<file path="config.mk">
export PLATFORM = sky130hd
export DESIGN_NAME = uart_bus_bridge
export DESIGN_NICKNAME = d
export VERILOG_FILES = /design/src/rtl/uart_bridge_pkg.sv /design/src/rtl/uart_bridge_gap_timer.sv /design/src/rtl/uart_bus_bridge.sv
export SDC_FILE = /design/constraint.sdc
export NUM_CORES = 1
export LEC_CHECK = 0
export ABC_AREA = 1
export ABC_CLOCK_PERIOD_IN_PS = 2100
export BUFFER_PORTS_ARGS = -buffer_cell sky130_fd_sc_hd__buf_2
export CORE_MARGIN = 3
export CORE_UTILIZATION = 50
export CTS_CLUSTER_SIZE = 14
export DETAILED_ROUTE_END_ITERATION = 6
export PLACE_DENSITY = 0.74
export SLEW_MARGIN = 20
export SYNTH_ARGS = -nofsm -noshare
export SYNTH_HDL_FRONTEND = slang
export SYNTH_SLANG_ARGS = --single-unit
export TNS_END_PERCENT = 100
</file>
<file path="constraint.sdc">
create_clock -name clk -period 2.1 [get_ports clk]
set_input_delay 0.42 -clock clk [delete_from_list [all_inputs] [get_ports clk]]
set_output_delay 0.42 -clock clk [all_outputs]
set_load 0.03 [all_outputs]
</file>
<file path="src/rtl/uart_bridge_pkg.sv">
// Shared types and wire-format constants for the UART command bridge.
package uart_bridge_pkg;

    typedef enum logic [2:0] {
        IDLE,
        OPC,
        ADDR,
        DATA,
        CSUM,
        BUS,
        SEND
    } state_t;

    localparam logic [7:0] OP_WR     = 8'h57;
    localparam logic [7:0] OP_RD     = 8'h52;
    localparam logic [7:0] RSP_OK    = 8'h4B;
    localparam logic [7:0] RSP_BADOP = 8'h3F;
    localparam logic [7:0] RSP_BADCS = 8'h21;

endpackage

</file>
<file path="src/rtl/uart_bridge_gap_timer.sv">
// Inter-byte gap watchdog: counts enabled cycles since the last accepted byte.
module uart_bridge_gap_timer #(
    parameter int unsigned GAP_CYC = 100000
) (
    input  logic clk,
    input  logic reset,
    input  logic clear,
    input  logic enable,
    output logic expired
);

    localparam int unsigned CNT_W = $clog2(GAP_CYC);

    logic [CNT_W-1:0] cnt;

    always_ff @(posedge clk) begin
        if (reset || clear || !enable) begin
            cnt <= '0;
        end else if (!expired) begin
            cnt <= cnt + CNT_W'(1);
        end
    end

    // Fires on the GAP_CYC-th consecutive waiting cycle.
    assign expired = enable && (cnt == CNT_W'(GAP_CYC - 1));

endmodule

</file>
<file path="src/rtl/uart_bus_bridge.sv">
// UART byte-stream to req/ack register bus bridge.
// Optional build macro UART_BRIDGE_CSUM_EN adds XOR checksums to commands and responses.
module uart_bus_bridge
    import uart_bridge_pkg::*;
#(
    parameter int unsigned ADDR_W     = 8,
    parameter int unsigned DATA_BYTES = 4,
    parameter int unsigned GAP_CYC    = 100000
) (
    input  logic                    clk,
    input  logic                    reset,
    input  logic                    rx_empty,
    input  logic [7:0]              r_data,
    output logic                    rd_uart,
    input  logic                    tx_full,
    output logic                    wr_uart,
    output logic [7:0]              w_data,
    output logic                    bus_req,
    output logic                    bus_we,
    output logic [ADDR_W-1:0]       bus_addr,
    output logic [8*DATA_BYTES-1:0] bus_wdata,
    input  logic                    bus_ack,
    input  logic [8*DATA_BYTES-1:0] bus_rdata,
    output logic                    busy,
    output logic                    cmd_err
);

    localparam int unsigned CNT_W = $clog2(DATA_BYTES + 2);
    localparam int unsigned IDX_W = $clog2(DATA_BYTES);
`ifdef UART_BRIDGE_CSUM_EN
    localparam int unsigned CSUM_BYTES = 1;
    localparam state_t      AFTER_CMD  = CSUM;
`else
    localparam int unsigned CSUM_BYTES = 0;
    localparam state_t      AFTER_CMD  = BUS;
`endif
    localparam logic REQ_ON_LAST = (AFTER_CMD == BUS);

    state_t                          state;
    logic [CNT_W-1:0]                cnt;
    logic [CNT_W-1:0]                rsp_last;
    logic [7:0]                      rsp_byte;
    logic                            rsp_data;
    logic [DATA_BYTES-1:0][7:0]      wdata_q;
    logic [DATA_BYTES-1:0][7:0]      rdata_q;
    logic                            gap_en;
    logic                            gap_expired;

    assign rd_uart   = (state inside {IDLE, ADDR, DATA, CSUM}) && !rx_empty;
    assign wr_uart   = (state == SEND) && !tx_full;
    assign busy      = (state != IDLE);
    assign bus_wdata = wdata_q;
    assign gap_en    = (state inside {ADDR, DATA, CSUM});

    uart_bridge_gap_timer #(
        .GAP_CYC (GAP_CYC)
    ) u_gap (
        .clk     (clk),
        .reset   (reset),
        .clear   (rd_uart),
        .enable  (gap_en),
        .expired (gap_expired)
    );

`ifdef UART_BRIDGE_CSUM_EN
    logic [7:0] rx_csum;
    logic [7:0] tx_csum;

    // Running XOR of the command seen so far and of the response sent so far.
    always_ff @(posedge clk) begin
        if (reset) begin
            rx_csum <= '0;
            tx_csum <= '0;
        end else begin
            if (rd_uart) begin
                rx_csum <= (state == IDLE) ? r_data : (rx_csum ^ r_data);
            end
            if (state != SEND) begin
                tx_csum <= '0;
            end else if (wr_uart) begin
                tx_csum <= tx_csum ^ w_data;
            end
        end
    end
`endif

    always_comb begin
        w_data = rsp_data ? rdata_q[IDX_W'(cnt)] : rsp_byte;
`ifdef UART_BRIDGE_CSUM_EN
        // Only successful responses carry a trailing checksum byte.
        if ((rsp_byte == RSP_OK) && (cnt == rsp_last)) begin
            w_data = tx_csum;
        end
`endif
    end

    always_ff @(posedge clk) begin
        if (reset) begin
            state    <= IDLE;
            cnt      <= '0;
            rsp_last <= '0;
            rsp_byte <= '0;
            rsp_data <= 1'b0;
            wdata_q  <= '0;
            rdata_q  <= '0;
            bus_req  <= 1'b0;
            bus_we   <= 1'b0;
            bus_addr <= '0;
            cmd_err  <= 1'b0;
        end else begin
            cmd_err <= 1'b0;
            case (state)
                IDLE: if (!rx_empty) begin
                    if ((r_data == OP_WR) || (r_data == OP_RD)) begin
                        bus_we <= (r_data == OP_WR);
                        state  <= OPC;
                    end else begin
                        cmd_err  <= 1'b1;
                        rsp_byte <= RSP_BADOP;
                        rsp_data <= 1'b0;
                        rsp_last <= '0;
                        cnt      <= '0;
                        state    <= SEND;
                    end
                end
                OPC: state <= ADDR;
                ADDR: if (!rx_empty) begin
                    bus_addr <= r_data[ADDR_W-1:0];
                    cnt      <= '0;
                    if (bus_we) begin
                        state <= DATA;
                    end else begin
                        state   <= AFTER_CMD;
                        bus_req <= REQ_ON_LAST;
                    end
                end else if (gap_expired) begin
                    cmd_err <= 1'b1;
                    state   <= IDLE;
                end
                DATA: if (!rx_empty) begin
                    wdata_q[IDX_W'(cnt)] <= r_data;
                    if (cnt == CNT_W'(DATA_BYTES - 1)) begin
                        state   <= AFTER_CMD;
                        bus_req <= REQ_ON_LAST;
                    end else begin
                        cnt <= cnt + CNT_W'(1);
                    end
                end else if (gap_expired) begin
                    cmd_err <= 1'b1;
                    state   <= IDLE;
                end
`ifdef UART_BRIDGE_CSUM_EN
                CSUM: if (!rx_empty) begin
                    if (r_data == rx_csum) begin
                        state   <= BUS;
                        bus_req <= 1'b1;
                    end else begin
                        cmd_err  <= 1'b1;
                        rsp_byte <= RSP_BADCS;
                        rsp_data <= 1'b0;
                        rsp_last <= '0;
                        cnt      <= '0;
                        state    <= SEND;
                    end
                end else if (gap_expired) begin
                    cmd_err <= 1'b1;
                    state   <= IDLE;
                end
`endif
                BUS: if (bus_ack) begin
                    bus_req  <= 1'b0;
                    if (!bus_we) begin
                        rdata_q <= bus_rdata;
                    end
                    rsp_data <= !bus_we;
                    rsp_byte <= RSP_OK;
                    rsp_last <= bus_we ? CNT_W'(CSUM_BYTES) : CNT_W'(DATA_BYTES - 1 + CSUM_BYTES);
                    cnt      <= '0;
                    state    <= SEND;
                end
                SEND: if (!tx_full) begin
                    if (cnt == rsp_last) begin
                        state <= IDLE;
                    end else begin
                        cnt <= cnt + CNT_W'(1);
                    end
                end
                default: state <= IDLE;
            endcase
        end
    end

endmodule

</file>
==> results of run 1 <==
placed cells by master (no fill, tap or decap), types with 4 or more instances in the layout:
cell | netlist | final
nor3_1 | 4 | 4
o21ai_1 | 9 | 11
buf_4 | 1 | 13
nor2_1 | 97 | 97
nand4_1 | 5 | 5
a21oi_1 | 74 | 74
nand2_1 | 108 | 108
ha_1 | 6 | 6
inv_2 | 5 | 5
nand2_2 | 5 | 5
buf_2 | 6 | 97
nand3_1 | 57 | 57
nor2_4 | 4 | 4
inv_1 | 39 | 37
clkbuf_8 | 0 | 10
dfxtp_1 | 102 | 100
o21ai_0 | 56 | 54
worst reg2reg max path: stages, from the launching register on:
cell and delay [ns]:
dfxtp_1 0.41, nor2_4 0.17, nand2_2 0.11, inv_2 0.10, nand2_4 0.07, nor2_8 0.28
inv_2 0.33, o21ai_0 0.26, a21oi_1 0.06
power groups by stage:
stage / Combinational [W] / Sequential (W) / Clock, W
CTS: 0.00141 / 0.00214 / 0.00140
global placement: 0.00132 / 0.00217 / 0
floorplan: 0.000905 / 0.00225 / 0
global route: 0.00160 / 0.00216 / 0.00146
detailed placement: 0.00134 / 0.00218 / 0
finish: 0.00144 / 0.00214 / 0.00136
stage by stage:
stage	cell area [um2]	setup TNS, ns	setup WS, ns
after floorplan	4570	0	0.197
after global placement	5080	0	0.284
after detailed placement	5080	0	0.215
after CTS	5340	0	0.0405
after global routing	5360	-0.00663	-0.00566
final	5360	0	0.111
how the worst max path moves through the flow:
stage | start | endpoint | slack (ns) | depth (start not counted)
2_1_floorplan | cnt[0]$_SDFFE_PP0P_ | w_data[7] | 0.20 | 5
3_3_place_gp | state[1]$_SDFFE_PP0P_ | rdata_q[17]$_SDFFE_PP0P_ | 0.28 | 8
3_5_place_dp | state[1]$_SDFFE_PP0P_ | rdata_q[18]$_SDFFE_PP0P_ | 0.21 | 8
4_1_cts | cnt[0]$_SDFFE_PP0P_ | w_data[6] | 0.04 | 6
5_1_grt | cnt[1]$_SDFFE_PP0P_ | w_data[3] | -0.006 | 7
6_report | cnt[1]$_SDFFE_PP0P_ | w_data[7] | 0.11 | 6
sequential cells by signal (all words and copies together), names as in the netlist:
register,cells
bus_wdata,32
cnt,3
u_gap.cnt,17
rsp_last,1
state,3
rsp_byte,3
bus_req,1
bus_we,1
bus_addr,8
rdata_q,32
cmd_err,1
cells by family after synthesis:
| group | after synthesis | share of synthesized area [%] |
|---|---|---|
| AND/OR/NAND/NOR | 294 | 28.7 |
| AO/OA/AOI/OAI | 147 | 16.8 |
| flip-flops | 102 | 44.7 |
| buffers and inverters | 78 | 7.75 |
| adder cells (fa/ha/maj) | 6 | 1.64 |
| XOR/XNOR | 2 | 0.384 |
area by class of cell:
cell class	instances	area share (%)
sequential	102	38.2
multi-input combinational	449	40.5
tap	108	2.52
clock inverter	6	1.61
inverter	46	3.45
clock buffer	10	2.57
timing repair buffer	112	11.2
layer usage:
| metal | vias up | wire length (um) |
|---|---|---|
| met1 | 2031 | 5360 |
| met2 | 151 | 5280 |
| met5 | - | 0 |
| met3 | 13 | 712 |
| li1 | 2253 | - |
| met4 | 0 | 130 |
what timing repair did:
action,4_1_cts,5_1_grt
hold endpoints to repair,0,0
pin swaps,0,1
setup endpoints to repair,8,8
setup buffers,4,2
resized for setup,4,6
hold buffers,0,0
==> results.py, run 1 <==
metrics = {
    "critical_path": {
        "timing.rr.start": "state[1]$_SDFFE_PP0P_",
        "ff2ff_setup_slack_ns": 0.20,
        "cpPeakStageDelay_ns": 0.36,
        "end_kind": "output port",
        "rr_worst_depth": 8,
        "path_buf_inv": 3,
        "arrival_ns": 1.57,
        "critPathTopFamily": "buffers and inverters",
        "required_ns": 1.68,
        "cp_max_fo": 5,
        "path_cells": "clkinvlp_4, buf_4, nor2_1, o21ai_0, a21oi_1, buf_2",
        "r2r-end": "rdata_q[18]$_SDFFE_PP0P_",
        "critPathKind": "flop to output port",
        "crit_slowest_cell": "dfxtp_2",
        "cp-start-kind": "flop",
    },
    "power_and_ir_drop": {
        "power.internal_w": 0.00314,
        "netSwitchingFraction_pct": 36.5,
        "p_leak_nw": 2.32,
        "p_total_w": 0.00494,
        "power_density_nw_per_um2": 922,
        "switching_power_w": 0.00181,
        "pwr-share-seq_pct": 43.4,
        "power_frac_clock_pct": 27.5,
        "combPwrFrac_pct": 29.1,
        "irDropWorstVdd_uv": 430,
    },
    "synth": {
        "synth.ff_latch_count": 102,
        "synth_flop_cell": "dfxtp_1",
        "synth-edff-count": 0,
        "yosysTopAreaCell": "dfxtp_1",
        "synth_area_per_cell_um2": 7.26,
        "synthTopCellsByCount": "nand2_1, dfxtp_1, nor2_1, a21oi_1, nand3_1",
        "yosysSeqAreaShare_pct": 44.7,
        "yosysMostFrequentCell": "nand2_1",
        "yosysUniqueCellTypes": 37,
        "ys_async_sr_fraction_pct": 0,
        "syn_nets": 680,
        "synth_area_um2": 4570,
        "synth_warnings": 0,
        "synth.top_cell.area_share_pct": 44.7,
        "netlist_top_cells_area": "dfxtp_1, nand2_1, a21oi_1",
        "syn_inst": 629,
    },
    "global_route": {
        "antenna_found_initial": 0,
        "grt_pass1_wl_um": 18900,
        "use_met3_pct": 5.10,
        "overflow": 0,
        "grt.busiest_layer": "met2",
        "track_usage_pct": 22.5,
        "grt_pass1_vias": 4059,
        "grt_max_degree": 44,
        "gr-usage-met1_pct": 32.7,
        "grt_util_met2_pct": 33.5,
    },
    "finish": {
        "nets": 771,
        "ff_latch_area_um2": 2050,
        "final_util_pct": 60.9,
        "multi_input_area_um2": 2170,
        "diodes": 0,
        "area.growth.synth_to_final_pct": 17.4,
        "fillers": 832,
        "layout-drive-gt1-share_pct": 22.3,
        "stdcell_count": 833,
    },
    "placement": {
        "port_buffers": 98,
        "place_inst": 811,
        "gp_congestion": 0.859,
        "dp_hpwl_um": 8010,
    },
    "timing": {
        "fin_crit_sh_pct": 94.7,
        "hold_viol": 0,
        "worst_pin_slew_ns": 0.592,
        "report.final.setup_viol": 0,
        "rsz0062_at_grt": "yes",
        "slew-limit-headroom_pct": 60.4,
        "finClkSkew_ns": 0.0188,
        "slew_viol_final": 0,
        "clock.fmax_ghz": 0.503,
        "whs_ns": 0.260,
        "layout_min_cycle_time_ns": 1.99,
    },
    "drt": {
        "detail_route.first_pass.iterations": 5,
        "wire_per_inst_um": 13.8,
        "vias": 4448,
        "wirelength_um": 11500,
        "drt_iter0_drc": 251,
        "ant_nets": 0,
        "drc_errors": 0,
        "vias_per_cell": 5.34,
    },
    "flow_run": {
        "cap_viol_max_count": 0,
    },
    "clock_network": {
        "numCtsBuffers": 9,
        "cts_sinks": 102,
        "root_buffer": "clkbuf_8",
        "cts.clk_slew.worst_paths_ns": 0.11,
        "htree_levels": 3,
        "clk_latency_ns": 0.37,
        "cts_max_path_buffers": 2,
        "cts_tree": "yes",
    },
    "run_status": {
        "status": "finished clean",
    },
    "die": {
        "num_rows": 34,
        "dieWidth_um": 102,
        "io_pins": 99,
        "fp.coreArea_um2": 8810,
        "dieHeight_um": 102,
        "initial_core_util_pct": 51.9,
        "dieArea_um2": 10300,
    },
    "worst_hold_path": {
        "holdCritStartpoint": "bus_rdata[3]",
        "min_to": "rdata_q[3]$_SDFFE_PP0P_",
        "hp-class": "input port to flop",
        "holdPathStages": 3,
    },
}
Note: power is estimated with default switching activity, not from simulation.
==> run 2: changes to the inputs <==
--- a/config.mk
+++ b/config.mk
@@ -8,10 +8,10 @@
 export ABC_AREA = 1
 export ABC_CLOCK_PERIOD_IN_PS = 2100
 export BUFFER_PORTS_ARGS = -buffer_cell sky130_fd_sc_hd__buf_2
-export CORE_MARGIN = 3
+export CORE_MARGIN = 2
 export CORE_UTILIZATION = 50
-export CTS_CLUSTER_SIZE = 14
 export DETAILED_ROUTE_END_ITERATION = 6
+export HOLD_SLACK_MARGIN = 0.12
 export PLACE_DENSITY = 0.74
 export SLEW_MARGIN = 20
 export SYNTH_ARGS = -nofsm -noshare
==> run 2 against run 1 <==
  * Clock skew decreased by 0.0098 ns
  * Sequential share of layout area increased by 0.089 points
  * Cell count unchanged
  * Worst hold slack improved by 0.023 ns
==> results.py, run 2 (synthesized netlist as in run 1, its figures left out) <==
metrics = {
    "run_status": {
        "status": "finished clean",
    },
    "die": {
        "num_rows": 34,
        "fp.coreArea_um2": 8810,
        "dieArea_um2": 9910,
        "io_pins": 99,
        "dieWidth_um": 99.6,
        "dieHeight_um": 99.6,
        "initial_core_util_pct": 51.9,
    },
    "critical_path": {
        "ff2ff_setup_slack_ns": 0.26,
        "crit_start": "cnt[1]$_SDFFE_PP0P_",
        "cp-start-kind": "flop",
        "critPathKind": "flop to output port",
        "rr_worst_depth": 9,
        "timing.rr.start": "state[1]$_SDFFE_PP0P_",
        "cp_max_fo": 9,
        "cp-endpoint": "w_data[5]",
        "arrival_ns": 1.57,
        "end_kind": "output port",
        "cpPeakStageDelay_ns": 0.37,
        "path_cells": "clkinvlp_4, buf_4, a21oi_1, o21ai_0, nand3_1, nand2_1, buf_2",
        "crit_slowest_cell": "dfxtp_2",
        "r2r-end": "bus_wdata[19]$_SDFFE_PP0P_",
        "required_ns": 1.68,
    },
    "clock_network": {
        "cts_tree": "yes",
        "root_buffer": "clkbuf_8",
        "cts_max_path_buffers": 2,
        "hold_buffers": 0,
        "clk_latency_ns": 0.35,
        "cts.clk_slew.worst_paths_ns": 0.10,
        "numCtsBuffers": 9,
        "htree_levels": 3,
        "cts_sinks": 102,
    },
    "timing": {
        "layout_min_cycle_time_ns": 1.99,
        "finClkSkew_ns": 0.00895,
        "setup_tns_ns": 0,
        "hold_viol": 0,
        "worst_pin_slew_ns": 0.506,
        "rsz0062_at_grt": "no",
        "report.final.setup_viol": 0,
        "clock.fmax_ghz": 0.502,
        "fin_crit_sh_pct": 94.8,
        "whs_ns": 0.283,
        "slew-limit-headroom_pct": 66.2,
        "slew_viol_final": 0,
    },
    "drt": {
        "wirelength_um": 11300,
        "drc_errors": 0,
        "wire_per_inst_um": 13.5,
        "vias": 4401,
        "drt_iter0_drc": 245,
        "detail_route.first_pass.iterations": 6,
        "vias_per_cell": 5.28,
        "ant_nets": 0,
    },
    "global_route": {
        "gr-usage-met1_pct": 32.8,
        "use_met3_pct": 3.44,
        "overflow": 0,
        "grt_pass1_wl_um": 19200,
        "grt_pass1_vias": 4156,
        "grt_max_degree": 42,
        "antenna_found_initial": 0,
        "track_usage_pct": 23.5,
        "grt_util_met2_pct": 37.2,
        "grt.busiest_layer": "met2",
    },
    "power_and_ir_drop": {
        "p_leak_nw": 2.31,
        "power_density_nw_per_um2": 897,
        "irDropWorstVdd_uv": 391,
    },
    "finish": {
        "diodes": 0,
        "area.growth.synth_to_final_pct": 17.1,
        "nets": 772,
        "final_common_cell": "nand2_1",
        "fillers": 844,
        "mostFrequentLayoutCells": "nand2_1, dfxtp_1, nor2_1, buf_2, a21oi_1",
        "final_util_pct": 60.7,
        "layout-drive-gt1-share_pct": 22.3,
    },
    "placement": {
        "dp_hpwl_um": 8110,
        "port_buffers": 98,
        "gp_congestion": 0.988,
    },
    "flow_run": {
        "cap_viol_max_count": 0,
    },
    "worst_hold_path": {
        "hp-class": "input port to flop",
        "holdPathStages": 3,
    },
}
==> run 2: changes by cell type in the layout (fill, tap and decap cells not counted), moves of 2 or more <==
| cell | previous run | this run |
|---|---|---|
| buf_4 | 13 | 15 |
| inv_8 | 2 | 0 |
| o21ai_0 | 54 | 56 |
| o21ai_1 | 11 | 9 |
==> run 2: critical path, delay by kind of cell (launching register included) <==
| family | cells | cell delay [ns] |
|---|---|---|
| buf+inv | 3 | 0.51 |
| compound gates | 2 | 0.20 |
| simple gates | 2 | 0.15 |
| flops | 1 | 0.37 |
==> run 2: stage by stage <==
step / instance area (um2) / instances / setup slack [ns] / power [W]
floorplan: 4570 / 629 / 0.197 / 0.00315
global placement: 5110 / 815 / 0.367 / 0.00349
detailed placement: 5110 / 815 / 0.299 / 0.00352
CTS: 5300 / 830 / 0.00213 / 0.00475
global route: 5350 / 833 / 0.00689 / 0.00508
finish: 5350 / 833 / 0.109 / 0.00480
==> run 2: cell type report <==
| type | instances | area, um2 | area share (%) |
|---|---|---|---|
| Clock inverter | 5 | 60.1 | 1.12 |
| Multi-Input combinational cell | 449 | 2170 | 40.6 |
| Timing Repair Buffer | 113 | 613 | 11.5 |
| Inverter | 46 | 185 | 3.46 |
| Sequential cell | 102 | 2050 | 38.3 |
| Clock buffer | 10 | 138 | 2.57 |
| Tap cell | 108 | 135 | 2.53 |
==> run 2: worst min-delay path by stage <==
stage	startpoint	endpoint	slack (ns)
CTS	bus_rdata[10]	rdata_q[10]$_SDFFE_PP0P_	0.27
floorplan	rdata_q[18]$_SDFFE_PP0P_	rdata_q[18]$_SDFFE_PP0P_	0.42
finish	bus_rdata[27]	rdata_q[27]$_SDFFE_PP0P_	0.28
detailed placement	rsp_byte[3]$_SDFFE_PP0P_	rsp_byte[3]$_SDFFE_PP0P_	0.45
global route	bus_rdata[28]	rdata_q[28]$_SDFFE_PP0P_	0.29
global placement	bus_req$_SDFFE_PP0P_	bus_req$_SDFFE_PP0P_	0.44
==> run 2: routing by layer <==
layer / part of all wire (%) / vias up
met1: 48 / 2023
met4: 1.9 / 0
met5: 0 / -
met2: 46 / 111
li1: - / 2249
met3: 4.5 / 18
==> run 2: what timing repair did <==
| action | CTS | global route |
|---|---|---|
| resized for setup | 0 | 8 |
| setup endpoints to repair | 0 | 7 |
| buffers inserted | 0 | 3 |
==> run 2: where the power goes <==
part | leakage, nW | switching (W) | internal (W)
registers | 0.825 | 0.000104 | 0.00204
logic | 1.39 | 0.000962 | 0.000461
clock network | 0.0983 | 0.000647 | 0.000580
total | 2.31 | 0.00171 | 0.00308
==> run 3: changes to the inputs <==
--- a/config.mk
+++ b/config.mk
@@ -9,10 +9,10 @@
 export ABC_CLOCK_PERIOD_IN_PS = 2100
 export BUFFER_PORTS_ARGS = -buffer_cell sky130_fd_sc_hd__buf_2
 export CORE_MARGIN = 2
-export CORE_UTILIZATION = 50
+export CORE_UTILIZATION = 36
 export DETAILED_ROUTE_END_ITERATION = 6
 export HOLD_SLACK_MARGIN = 0.12
-export PLACE_DENSITY = 0.74
+export REMOVE_ABC_BUFFERS = 1
 export SLEW_MARGIN = 20
 export SYNTH_ARGS = -nofsm -noshare
 export SYNTH_HDL_FRONTEND = slang
==> run 3 against run 2 <==
  * Die area up 37%
  * Sequential power about the same
  * Power up 4.9%
  * Setup slack worse by 0.012 ns
  * Non-clock buffer count down 1
  * Sequential share of layout area down 0.78 points
  * Design area up 2.2%
  * First-iteration DRC count up 33%
  * Largest power group unchanged
==> results.py, run 3 (synthesized netlist as in run 1, its figures left out) <==
metrics = {
    "critical_path": {
        "ff2ff_setup_slack_ns": 0.23,
        "critPathKind": "flop to output port",
        "cp-start-kind": "flop",
        "end_kind": "output port",
        "crit_slowest_cell": "dfxtp_4",
        "arrival_ns": 1.58,
        "path_cells": "buf_4, nor2_1, nor2_1, o21ai_0, a21oi_1, buf_4",
        "cp_max_fo": 8,
        "cpPeakStageDelay_ns": 0.40,
        "path_buf_inv": 2,
        "critPathTopFamily": "flip-flops",
        "required_ns": 1.68,
    },
    "die": {
        "dieWidth_um": 117,
        "num_rows": 41,
        "dieArea_um2": 13600,
        "io_pins": 99,
        "fp.coreArea_um2": 12500,
        "initial_core_util_pct": 36.5,
        "dieHeight_um": 117,
    },
    "flow_run": {
        "cap_viol_max_count": 0,
    },
    "finish": {
        "fillers": 1351,
        "layout-drive-gt1-share_pct": 22.0,
        "mostFrequentLayoutCells": "nand2_1, dfxtp_1, nor2_1",
        "final_common_cell": "nand2_1",
        "final_util_pct": 43.7,
        "diodes": 0,
        "fin_area_um2": 5460,
        "multi_input_area_um2": 2170,
        "area.growth.synth_to_final_pct": 19.6,
        "nets": 771,
        "ff_latch_area_um2": 2050,
    },
    "timing": {
        "fin_crit_sh_pct": 95.4,
        "rsz0062_at_grt": "yes",
        "layout_min_cycle_time_ns": 2.00,
        "hold_viol": 0,
        "worst_pin_slew_ns": 0.614,
        "finClkSkew_ns": 0.00620,
        "setup_tns_ns": 0,
        "slew_viol_final": 0,
        "slew-limit-headroom_pct": 59.0,
        "clock.fmax_ghz": 0.499,
        "setup_slack_ns": 0.0976,
        "whs_ns": 0.291,
        "report.final.setup_viol": 0,
    },
    "global_route": {
        "grt_pass1_vias": 3982,
        "grt_pass1_wl_um": 19200,
        "antenna_found_initial": 0,
        "track_usage_pct": 18.0,
        "grt_max_degree": 44,
        "overflow": 0,
    },
    "clock_network": {
        "cts.clk_slew.worst_paths_ns": 0.06,
        "clk_latency_ns": 0.35,
        "cts_tree": "yes",
        "root_buffer": "clkbuf_16",
        "hold_buffers": 0,
        "cts_sinks": 102,
        "numCtsBuffers": 9,
        "cts_max_path_buffers": 2,
        "htree_levels": 3,
    },
    "placement": {
        "port_buffers": 98,
        "gp_congestion": 0.840,
        "dp_slack_ns": 0.260,
        "dp_hpwl_um": 8360,
        "postPlaceCellArea_um2": 5170,
    },
    "drt": {
        "wire_per_inst_um": 13.3,
        "vias": 4339,
        "ant_nets": 0,
        "vias_per_cell": 4.85,
        "detail_route.first_pass.iterations": 4,
        "drt_iter0_drc": 325,
        "drc_errors": 0,
        "wirelength_um": 11900,
    },
    "worst_hold_path": {
        "hp-class": "input port to flop",
    },
    "run_status": {
        "status": "finished clean",
    },
    "power_and_ir_drop": {
        "irDropWorstVdd_uv": 437,
        "p_leak_nw": 2.33,
        "power_density_nw_per_um2": 921,
    },
}
-- run 3: cell types whose count changed in the layout (fill, tap and decap cells not counted), moves of 2 or more --
cell,before,now
clkbuf_16,0,9
clkinv_2,1,3
clkbuf_8,10,0
clkinv_4,2,0
-- run 3: power breakdown --
part	internal (W)	leakage [nW]	switching, W
Combinational	0.000466	1.38	0.000954
Sequential	0.00204	0.825	0.000108
Clock	0.000777	0.124	0.000681
Total	0.00329	2.33	0.00174
-- run 3: area by class of cell --
cell class | count | share of cell area [%]
clock buffers | 10 | 4.19
clock inverters | 3 | 0.275
inverters | 46 | 3.39
multi-input cells | 449 | 39.7
flip-flops and latches | 102 | 37.5
well taps | 172 | 3.94
repair buffers | 112 | 11.0
-- run 3: metal layers --
layer / part of all wire [%] / track usage [%] / wire (um) / up-vias
met4: 1.6 / 6.82 / 190 / 0
met5: 0 / 0 / 0 / -
li1: - / - / - / 2248
met3: 4.3 / 3.22 / 514 / 15
met1: 48 / 24.7 / 5680 / 1977
met2: 46 / 28.3 / 5550 / 99
-- run 3: timing repair --
item	4_1_cts	5_1_grt
endpoints found under the setup margin	3	7
gates resized for setup	3	6
buffers inserted	4	0
pin swaps	0	1
-- run 3: worst register-to-register path, cell delays in order, from the launching register on --
cell,delay (ns)
dfxtp_1,0.51
inv_2,0.08
nor2_4,0.19
nand2_2,0.08
inv_2,0.10
nand2_2,0.08
inv_4,0.24
nand2_1,0.27
nand2_1,0.14
a21oi_1,0.07
-- run 3: metrics by stage --
step / std cells / power [W]
finish: 894 / 0.00503
floorplan: 597 / 0.00311
global route: 894 / 0.00532
global placement: 877 / 0.00354
CTS: 894 / 0.00508
detailed placement: 877 / 0.00355
-- run 3: path summary, 6_finish.rpt --
check,start,end,cells past startpoint
worst max register to register,state[1]$_SDFFE_PP0P_,bus_wdata[17]$_SDFFE_PP0P_,9
worst min register to register,bus_req$_SDFFE_PP0P_,bus_req$_SDFFE_PP0P_,2
worst min-delay path,bus_rdata[24],rdata_q[24]$_SDFFE_PP0P_,3
worst max-delay path,cnt[0]$_SDFFE_PP0P_,w_data[7],6
